**config.mk**
```make
export PLATFORM = sky130hd
export DESIGN_NAME = rgb_led_sequencer
export DESIGN_NICKNAME = d
export VERILOG_FILES = /design/src/rtl/rgb_led_sequencer.sv
export SDC_FILE = /design/constraint.sdc
export NUM_CORES = 1
export LEC_CHECK = 0
export ABC_AREA = 1
export BUFFER_PORTS_ARGS = -buffer_cell sky130_fd_sc_hd__buf_2
export CAP_MARGIN = 20
export CORE_UTILIZATION = 42
export DETAILED_ROUTE_END_ITERATION = 16
export GPL_ROUTABILITY_DRIVEN = 0
export SYNTH_ARGS = -nofsm -noshare
export SYNTH_HDL_FRONTEND = slang
export SYNTH_SLANG_ARGS = --single-unit
```
**constraint.sdc**
```tcl
create_clock -name clk -period 1.4 [get_ports clk]
set_clock_uncertainty 0.2 [all_clocks]
set_input_delay 0.07 -clock clk [delete_from_list [all_inputs] [get_ports clk]]
set_output_delay 0.07 -clock clk [all_outputs]
set_load 0.01 [all_outputs]
```
**src/rtl/rgb_led_sequencer.sv**
```systemverilog
// RGB matrix driver: button debouncer, mode FSM (solid / fade / blink) and a shared PWM engine.
// Define RGB_SEQ_FADE_EN to include the hue-fade mode; without it presses alternate SOLID/BLINK.
module rgb_led_sequencer #(
  parameter int unsigned NUM_LEDS    = 25,
  parameter int unsigned PWM_BITS    = 8,
  parameter int unsigned DEB_CYCLES  = 250000,
  parameter int unsigned STEP_CYCLES = 50000,
  parameter bit          OUT_INV     = 1'b0
) (
  input  logic                clk,
  input  logic                reset_n,
  input  logic                btn_n,
  output logic [NUM_LEDS-1:0] R,
  output logic [NUM_LEDS-1:0] G,
  output logic [NUM_LEDS-1:0] B,
  output logic [1:0]          mode,
  output logic                frame_tick
);

  localparam int unsigned DW = $clog2(DEB_CYCLES);
  localparam int unsigned SW = (STEP_CYCLES > 1) ? $clog2(STEP_CYCLES) : 1;
  localparam logic [DW-1:0]       DEB_LAST  = DW'(DEB_CYCLES - 1);
  localparam logic [SW-1:0]       STEP_LAST = SW'(STEP_CYCLES - 1);
  localparam logic [PWM_BITS-1:0] MAX       = '1;
  localparam logic [PWM_BITS-1:0] CNT_LAST  = MAX - 1'b1;
  localparam logic [PWM_BITS-1:0] HALF      = MAX >> 1;

  typedef enum logic [1:0] {StSolid = 2'd0, StFade = 2'd1, StBlink = 2'd2} mode_e;

  logic          sync1_q, sync2_q, stable_q, press_q;
  logic [DW-1:0] deb_cnt_q;

  always_ff @(posedge clk or negedge reset_n) begin
    if (!reset_n) begin
      sync1_q   <= 1'b1;
      sync2_q   <= 1'b1;
      stable_q  <= 1'b1;
      deb_cnt_q <= '0;
      press_q   <= 1'b0;
    end else begin
      sync1_q <= btn_n;
      sync2_q <= sync1_q;
      press_q <= 1'b0;
      if (sync2_q == stable_q) begin
        deb_cnt_q <= '0;
      end else if (deb_cnt_q == DEB_LAST) begin
        stable_q  <= sync2_q;
        deb_cnt_q <= '0;
        press_q   <= ~sync2_q;  // only the falling edge counts as a press
      end else begin
        deb_cnt_q <= deb_cnt_q + 1'b1;
      end
    end
  end

  logic [SW-1:0] step_cnt_q;
  logic          step_tick;
  assign step_tick = (step_cnt_q == STEP_LAST);

  always_ff @(posedge clk or negedge reset_n) begin
    if (!reset_n) begin
      step_cnt_q <= '0;
    end else begin
      step_cnt_q <= step_tick ? '0 : step_cnt_q + 1'b1;
    end
  end

  mode_e               state_q;
  logic [2:0]          color_q;
  logic [PWM_BITS-1:0] level_q;
  logic                blink_on_q;
`ifdef RGB_SEQ_FADE_EN
  logic [2:0]          sector_q;
`endif

  always_ff @(posedge clk or negedge reset_n) begin
    if (!reset_n) begin
      state_q    <= StSolid;
      color_q    <= '0;
      level_q    <= '0;
      blink_on_q <= 1'b0;
`ifdef RGB_SEQ_FADE_EN
      sector_q   <= '0;
`endif
    end else if (press_q) begin
      // A mode change always wins over a coincident step tick.
      level_q    <= '0;
      blink_on_q <= 1'b1;
`ifdef RGB_SEQ_FADE_EN
      sector_q   <= '0;
`endif
      unique case (state_q)
`ifdef RGB_SEQ_FADE_EN
        StSolid: state_q <= StFade;
        StFade:  state_q <= StBlink;
`else
        StSolid: state_q <= StBlink;
`endif
        StBlink: begin
          state_q <= StSolid;
          color_q <= color_q + 3'd1;
        end
        default: state_q <= StSolid;
      endcase
    end else if (step_tick && state_q != StSolid) begin
      if (level_q == CNT_LAST) begin
        level_q <= '0;
        if (state_q == StBlink) blink_on_q <= ~blink_on_q;
`ifdef RGB_SEQ_FADE_EN
        if (state_q == StFade) sector_q <= (sector_q == 3'd5) ? 3'd0 : sector_q + 3'd1;
`endif
      end else begin
        level_q <= level_q + 1'b1;
      end
    end
  end

  logic [PWM_BITS-1:0] pal_r, pal_g, pal_b, tgt_r, tgt_g, tgt_b;

  always_comb begin
    pal_r = '0;
    pal_g = '0;
    pal_b = '0;
    unique case (color_q)
      3'd0: pal_r = MAX;
      3'd1: pal_g = MAX;
      3'd2: pal_b = MAX;
      3'd3: begin pal_r = MAX;  pal_g = MAX; end
      3'd4: begin pal_g = MAX;  pal_b = MAX; end
      3'd5: begin pal_r = MAX;  pal_b = MAX; end
      3'd6: begin pal_r = MAX;  pal_g = MAX;  pal_b = MAX;  end
      default: begin pal_r = HALF; pal_g = HALF; pal_b = HALF; end
    endcase

    tgt_r = '0;
    tgt_g = '0;
    tgt_b = '0;
    unique case (state_q)
      StSolid: begin tgt_r = pal_r; tgt_g = pal_g; tgt_b = pal_b; end
      StBlink: if (blink_on_q) begin tgt_r = pal_r; tgt_g = pal_g; tgt_b = pal_b; end
`ifdef RGB_SEQ_FADE_EN
      StFade: begin
        unique case (sector_q)
          3'd0: begin tgt_r = MAX;           tgt_g = level_q; end
          3'd1: begin tgt_r = MAX - level_q; tgt_g = MAX;     end
          3'd2: begin tgt_g = MAX;           tgt_b = level_q; end
          3'd3: begin tgt_g = MAX - level_q; tgt_b = MAX;     end
          3'd4: begin tgt_r = level_q;       tgt_b = MAX;     end
          default: begin tgt_r = MAX;        tgt_b = MAX - level_q; end
        endcase
      end
`endif
      default: ;
    endcase
  end

  logic [PWM_BITS-1:0] cnt_q, cnt_d, duty_r_q, duty_g_q, duty_b_q;
  logic                frame_tick_q, lit_r_q, lit_g_q, lit_b_q;

  assign cnt_d = (cnt_q == CNT_LAST) ? '0 : cnt_q + 1'b1;

  always_ff @(posedge clk or negedge reset_n) begin
    if (!reset_n) begin
      cnt_q        <= '0;
      frame_tick_q <= 1'b0;
      duty_r_q     <= '0;
      duty_g_q     <= '0;
      duty_b_q     <= '0;
      lit_r_q      <= 1'b0;
      lit_g_q      <= 1'b0;
      lit_b_q      <= 1'b0;
    end else begin
      cnt_q        <= cnt_d;
      frame_tick_q <= (cnt_d == CNT_LAST);
      lit_r_q      <= (cnt_q < duty_r_q);
      lit_g_q      <= (cnt_q < duty_g_q);
      lit_b_q      <= (cnt_q < duty_b_q);
      if (cnt_q == CNT_LAST) begin
        duty_r_q <= tgt_r;
        duty_g_q <= tgt_g;
        duty_b_q <= tgt_b;
      end
    end
  end

  assign R          = {NUM_LEDS{lit_r_q ^ OUT_INV}};
  assign G          = {NUM_LEDS{lit_g_q ^ OUT_INV}};
  assign B          = {NUM_LEDS{lit_b_q ^ OUT_INV}};
  assign mode       = state_q;
  assign frame_tick = frame_tick_q;

endmodule

```
Yosys cells after proc, flatten, opt, wreduce, memory -nomap -nowiden:

Index checks and enable logic that the tools add are counted.

* bits in registers: 88
* input bits: 3
* output and inout bits: 78
* logic and storage cells: 81

* add/sub/neg operators: 5
* order comparisons: 3
* eq/ne operators: 13
* multiplexer cells: 23
* bitwise logic cells: 3
* reduce and logical (&&, ||, !) cells: 16

Operators with widths (count)
* 8-bit case mux with 2 select lines: 6
* 8-bit 2-to-1 mux: 7
* 18-bit 2-to-1 mux: 2
* 8-bit == test, second input constant: 3
* 8-bit < comparator: 3
* 18-bit by 1-bit adder with 18-bit output, second input constant: 1
* 18-bit == test, second input constant: 1
* 16-bit by 1-bit adder with 16-bit output, second input constant: 1
* 8-bit by 1-bit adder with 8-bit output, second input constant: 2
* 16-bit == test, second input constant: 1
* 16-bit 2-to-1 mux: 1
* 4-bit OR reduction: 3
* 3-bit == test, second input constant: 3
* 3-bit OR reduction: 3
* 2-bit nonzero test: 4
* 3-bit by 2-bit == test with 1-bit output, second input constant: 2
* 1-bit 2-to-1 mux: 6
* 2-bit AND reduction: 2
* 3-bit by 1-bit adder with 3-bit output, second input constant: 1
* 3-bit by 1-bit == test with 1-bit output, second input constant: 1
* 3-bit zero test: 1
* 1-bit inverter: 3
* 3-bit AND reduction: 1
* 2-bit == test, second input constant: 1
* other kinds (4): 4

Depth between registers and ports, before layout:

* word-level depth: 5
* gate-level depth with buffers: 9

Least setup slack after synthesis:

Ideal clock, no wire load.

* path kind: register to register
* start point: register cnt_q[0]
* end point: register frame_tick_q (netlist: frame_tick)
* data arrival time: 1.223 ns
* required time: 1.129 ns
* slack: -0.094 ns
* stages on the path, launching flop included: 10
* path buffers: 0
* clock period less this slack: 1.494 ns
* cell sequence: dfrtp_1 inv_1 ha_1 nand3_1 inv_1 nand2_4 nand2_1 nor2_1 nand3_1 nor2_1

* cells in the longest elaborated chain, start to end: 3

RTL lines
* start, declared: RTL line 157 `logic [PWM_BITS-1:0] cnt_q, cnt_d, duty_r_q, duty_g_q, duty_b_q;`
* start signal, assigned: RTL line 173 `cnt_q <= cnt_d;`
* 8-bit by 1-bit adder with 8-bit output or 8-bit == test (tied branches): RTL line 160 `assign cnt_d = (cnt_q == CNT_LAST) ? '0 : cnt_q + 1'b1;`
* 8-bit 2-to-1 mux (*): RTL line 160
* via cnt_d[6]: RTL line 157
* 8-bit == test (*): RTL line 174 `frame_tick_q <= (cnt_d == CNT_LAST);`
* end signal, assigned: RTL line 174
* end, declared: RTL line 158 `logic frame_tick_q, lit_r_q, lit_g_q, lit_b_q;`

The timed path passes the listed nets; every way through them passes the cells marked *.
A chain may end at the register's enable or synchronous reset.

Worst setup path after layout:

* start point: register cnt_q[0]
* end point: register duty_b_q[7]

* cells in the longest elaborated chain, start to end: 1

RTL lines
* 8-bit == test: RTL line 178 `if (cnt_q == CNT_LAST) begin`
* end signal, assigned: RTL line 181 `duty_b_q <= tgt_b;`
* end, declared: RTL line 157

No other way between the ends.

==> results by group <==
Drt
  – Drt via density: 4.83
  – DR pass1 iterations: 4
  – Total number of vias: 4,258
  – Antenna viol nets, final: 0
  – Detailed Route Iter0 Violations: 150
  – WL per Instance: 13.3 µm
  – Wirelength, routed: 11,700 µm
  – DRC: 0

Clocking
  – H-tree depth: 3
  – Clock transition at path regs: 0.08 ns
  – Clock Root Buffer: clkbuf_8
  – Clock tree buffer depth: 2
  – Cts bufs inserted: 9
  – Clock sinks: 69
  – Worst skew pair latency: 0.35 ns
  – CTS tree: built

Final layout
  – Filler Cells Inserted: 905
  – Synthesis-to-layout area growth: 43.0%
  – Fin nets: 771
  – Final Cell Area: 6760 µm²
  – Final std cells w/o fill: 881
  – Ant diodes: 0
  – Share of post-route cells with drive strength above 1: 49.7%

Worst setup path
  – CP Class: register to register
  – Data required, critical path: 1.48 ns
  – Flop2flop setup slack: -0.20 ns
  – Max FO, Critical Path: 6
  – CP Capture Type: register
  – RR Endpoint: duty_b_q[7]
  – Reg2Reg Launch Point: cnt_q[0]
  – Register-to-Register Path Depth: 8
  – CP Launch Type: register
  – Arr. time, crit path: 1.68 ns

Power and ir drop
  – Static leakage: 3.45 nW
  – Power per cell area: 593 nW/µm²
  – VDD IR max: 0.478 mV

Timing
  – Fmax: 626 MHz
  – Minimum clock period: 1.60 ns
  – RSZ-0062 raised after global routing: true
  – Period utilization: 114%
  – Final hold vios: 0
  – Worst setup margin: -0.197 ns
  – Fin. max-slew vios: 0
  – Final Setup Violations: 81

Placement
  – Final HPWL DP: 7110 µm
  – Port-buffer cells: 79
  – DP Area: 5360 µm²
  – Placed cell count: 830

Floorplan
  – Cell Rows: 38
  – Placeable Area: 10,900 µm²
  – IO Pins: 81
  – Die footprint: 11,700 µm²
  – Chip width: 108 µm
  – Initial core utilization: 43.4%
  – Die Y: 108 µm

Synthesis
  – Synthesis-stage register bit count: 69
  – Post-synth ARST share: 100%
  – Synth top area share: 35.0%
  – Syn avg cell area: 7.77 µm²
  – Seq/Total Area, Yosys: 36.6%
  – Distinct cell type count after synthesis: 30
  – Yosys warning count: 0
  – Synthesized area: 4720 µm²
  – Most used DFF post-synth: dfrtp_1
  – Synth Instances: 608
  – Syn Nets: 643
  – Synth area leaders: dfrtp_1 (35%), buf_4 (12%), nand2_1 (9.1%)
  – Post-synth EDFFs: 0
  – Cell accounting for the most synthesized area: dfrtp_1

Global routing
  – Pin count of the biggest net entering global routing: 70
  – Vias in the first global route: 3,757
  – GR Overflow Total: 0
  – GRT Resource Usage Total: 18.6%
  – Initial antenna violation count: 0
  – First-pass GRT wire length: 16,900 µm

Run status
  – Status: finished, violations left
  – Violated checks: setup timing

Job
  – Number of max-cap violations: 0

Min path
  – Hold Crit Class: input port to asynchronous set/reset pin
[critical path: stages (launching register included)]
cell      delay, ns
dfrtp_2        0.44
inv_2          0.09
ha_4           0.14
nand3_4        0.08
inv_6          0.11
nand2_8        0.07
nor2_4         0.16
o211ai_1       0.13
o21ai_1        0.09
[what timing repair did]
item | 4_1_cts | 5_1_grt
buffers inserted | 16 | 17
cloned | 2 | 3
gates resized for setup | 80 | 157
hold buffers | 2 | 0
pin swaps | 32 | 47
endpoints found under the setup margin | 127 | 115
hold endpoints to repair | 70 | 0
[cells in the final DEF (no fill, tap or decap), types with 10 or more instances in the layout]
cell type | synthesis | final
nand2_1 | 114 | 89
inv_2 | 4 | 16
o21ai_1 | 9 | 14
inv_1 | 77 | 57
buf_6 | 0 | 47
nor2_1 | 76 | 53
nand2_2 | 6 | 21
a21oi_1 | 20 | 12
clkbuf_8 | 0 | 11
buf_4 | 76 | 82
ha_4 | 0 | 11
ha_1 | 32 | 19
buf_2 | 0 | 55
nand2_4 | 4 | 15
dfrtp_2 | 0 | 10
nand3_1 | 37 | 25
xor2_1 | 17 | 16
nor3_2 | 3 | 10
nor2_4 | 5 | 17
nor2_2 | 5 | 16
dfrtp_1 | 66 | 54
[cell usage after synthesis, types with 6 or more instances]
library cell  count
o21ai_0          16
buf_4            76
inv_1            77
o21ai_1           9
nand4_1           8
a21oi_1          20
nor3_1           12
ha_1             32
nand2_1         114
nand3_1          37
dfrtp_1          66
nand2_2           6
xor2_1           17
nor2_1           76
[metrics by stage]
stage	setup TNS, ns	total power, mW	hold slack (ns)	utilization (%)	setup WS (ns)
2_1_floorplan	-0.945	2.07	-0.426	-	-0.0704
3_3_place_gp	-3.88	2.14	-0.0694	49.2	-0.151
3_5_place_dp	-5.19	2.14	-0.0667	49.2	-0.170
4_1_cts	-4.54	4.05	0.0792	55.1	-0.168
5_1_grt	-12.61	4.14	0.107	62.1	-0.275
6_report	-6.20	4.01	0.0520	62.1	-0.197
[final cells by class]
| type | instances | area [µm²] | share of cell area, % |
|---|---|---|---|
| Clock buffer | 12 | 155 | 2.30 |
| Sequential cell | 69 | 1750 | 25.9 |
| Clock inverter | 4 | 70.1 | 1.04 |
| Tap cell | 140 | 175 | 2.59 |
| Timing Repair Buffer | 190 | 1510 | 22.3 |
| Inverter | 82 | 337 | 4.98 |
| Multi-Input combinational cell | 384 | 2760 | 40.9 |
[state kept, by name (all words and copies together), names as in the netlist, 2 cells and up]
signal	cells
level_q	8
cnt_q	8
color_q	3
duty_g_q	2
step_cnt_q	16
duty_b_q	2
duty_r_q	2
deb_cnt_q	18
[cell families (layout without fill, tap and decap cells)]
family	count (synthesis)	after routing	synth area share [%]
compound gates	50	50	5.53
xor+xnor	20	20	3.71
fa+ha+maj	32	32	8.47
buf+inv	158	288	18.6
flops	69	69	36.6
other cells	1	1	0.0794
simple gates	278	281	27.0
[layer usage]
metal / vias up / track usage, % / share of wire (%)
li1: 2099 / - / -
met1: 2036 / 22.4 / 41
met2: 101 / 32.5 / 54
met3: 22 / 2.35 / 2.9
met4: 0 / 9.20 / 2.0
met5: - / 0 / 0
[power by group]
group | switching (mW) | internal (mW) | total, mW
logic | 0.0760 | 0.0424 | 0.118
registers | 0.0106 | 2.00 | 2.01
clock network | 0.781 | 1.10 | 1.88
total | 0.867 | 3.14 | 4.01
[worst max path at each step]
stage / start / endpoint / slack (ns) / cells past startpoint
after floorplan: deb_cnt_q[0] / deb_cnt_q[9] / -0.07 / 8
after global placement: deb_cnt_q[0] / deb_cnt_q[17] / -0.15 / 9
after detailed placement: cnt_q[0] / frame_tick / -0.17 / 9
after CTS: deb_cnt_q[1] / deb_cnt_q[13] / -0.17 / 8
after global routing: deb_cnt_q[1] / deb_cnt_q[14] / -0.28 / 9
final: cnt_q[0] / duty_b_q[7] / -0.20 / 8
Power figures use the tool's default switching activity.
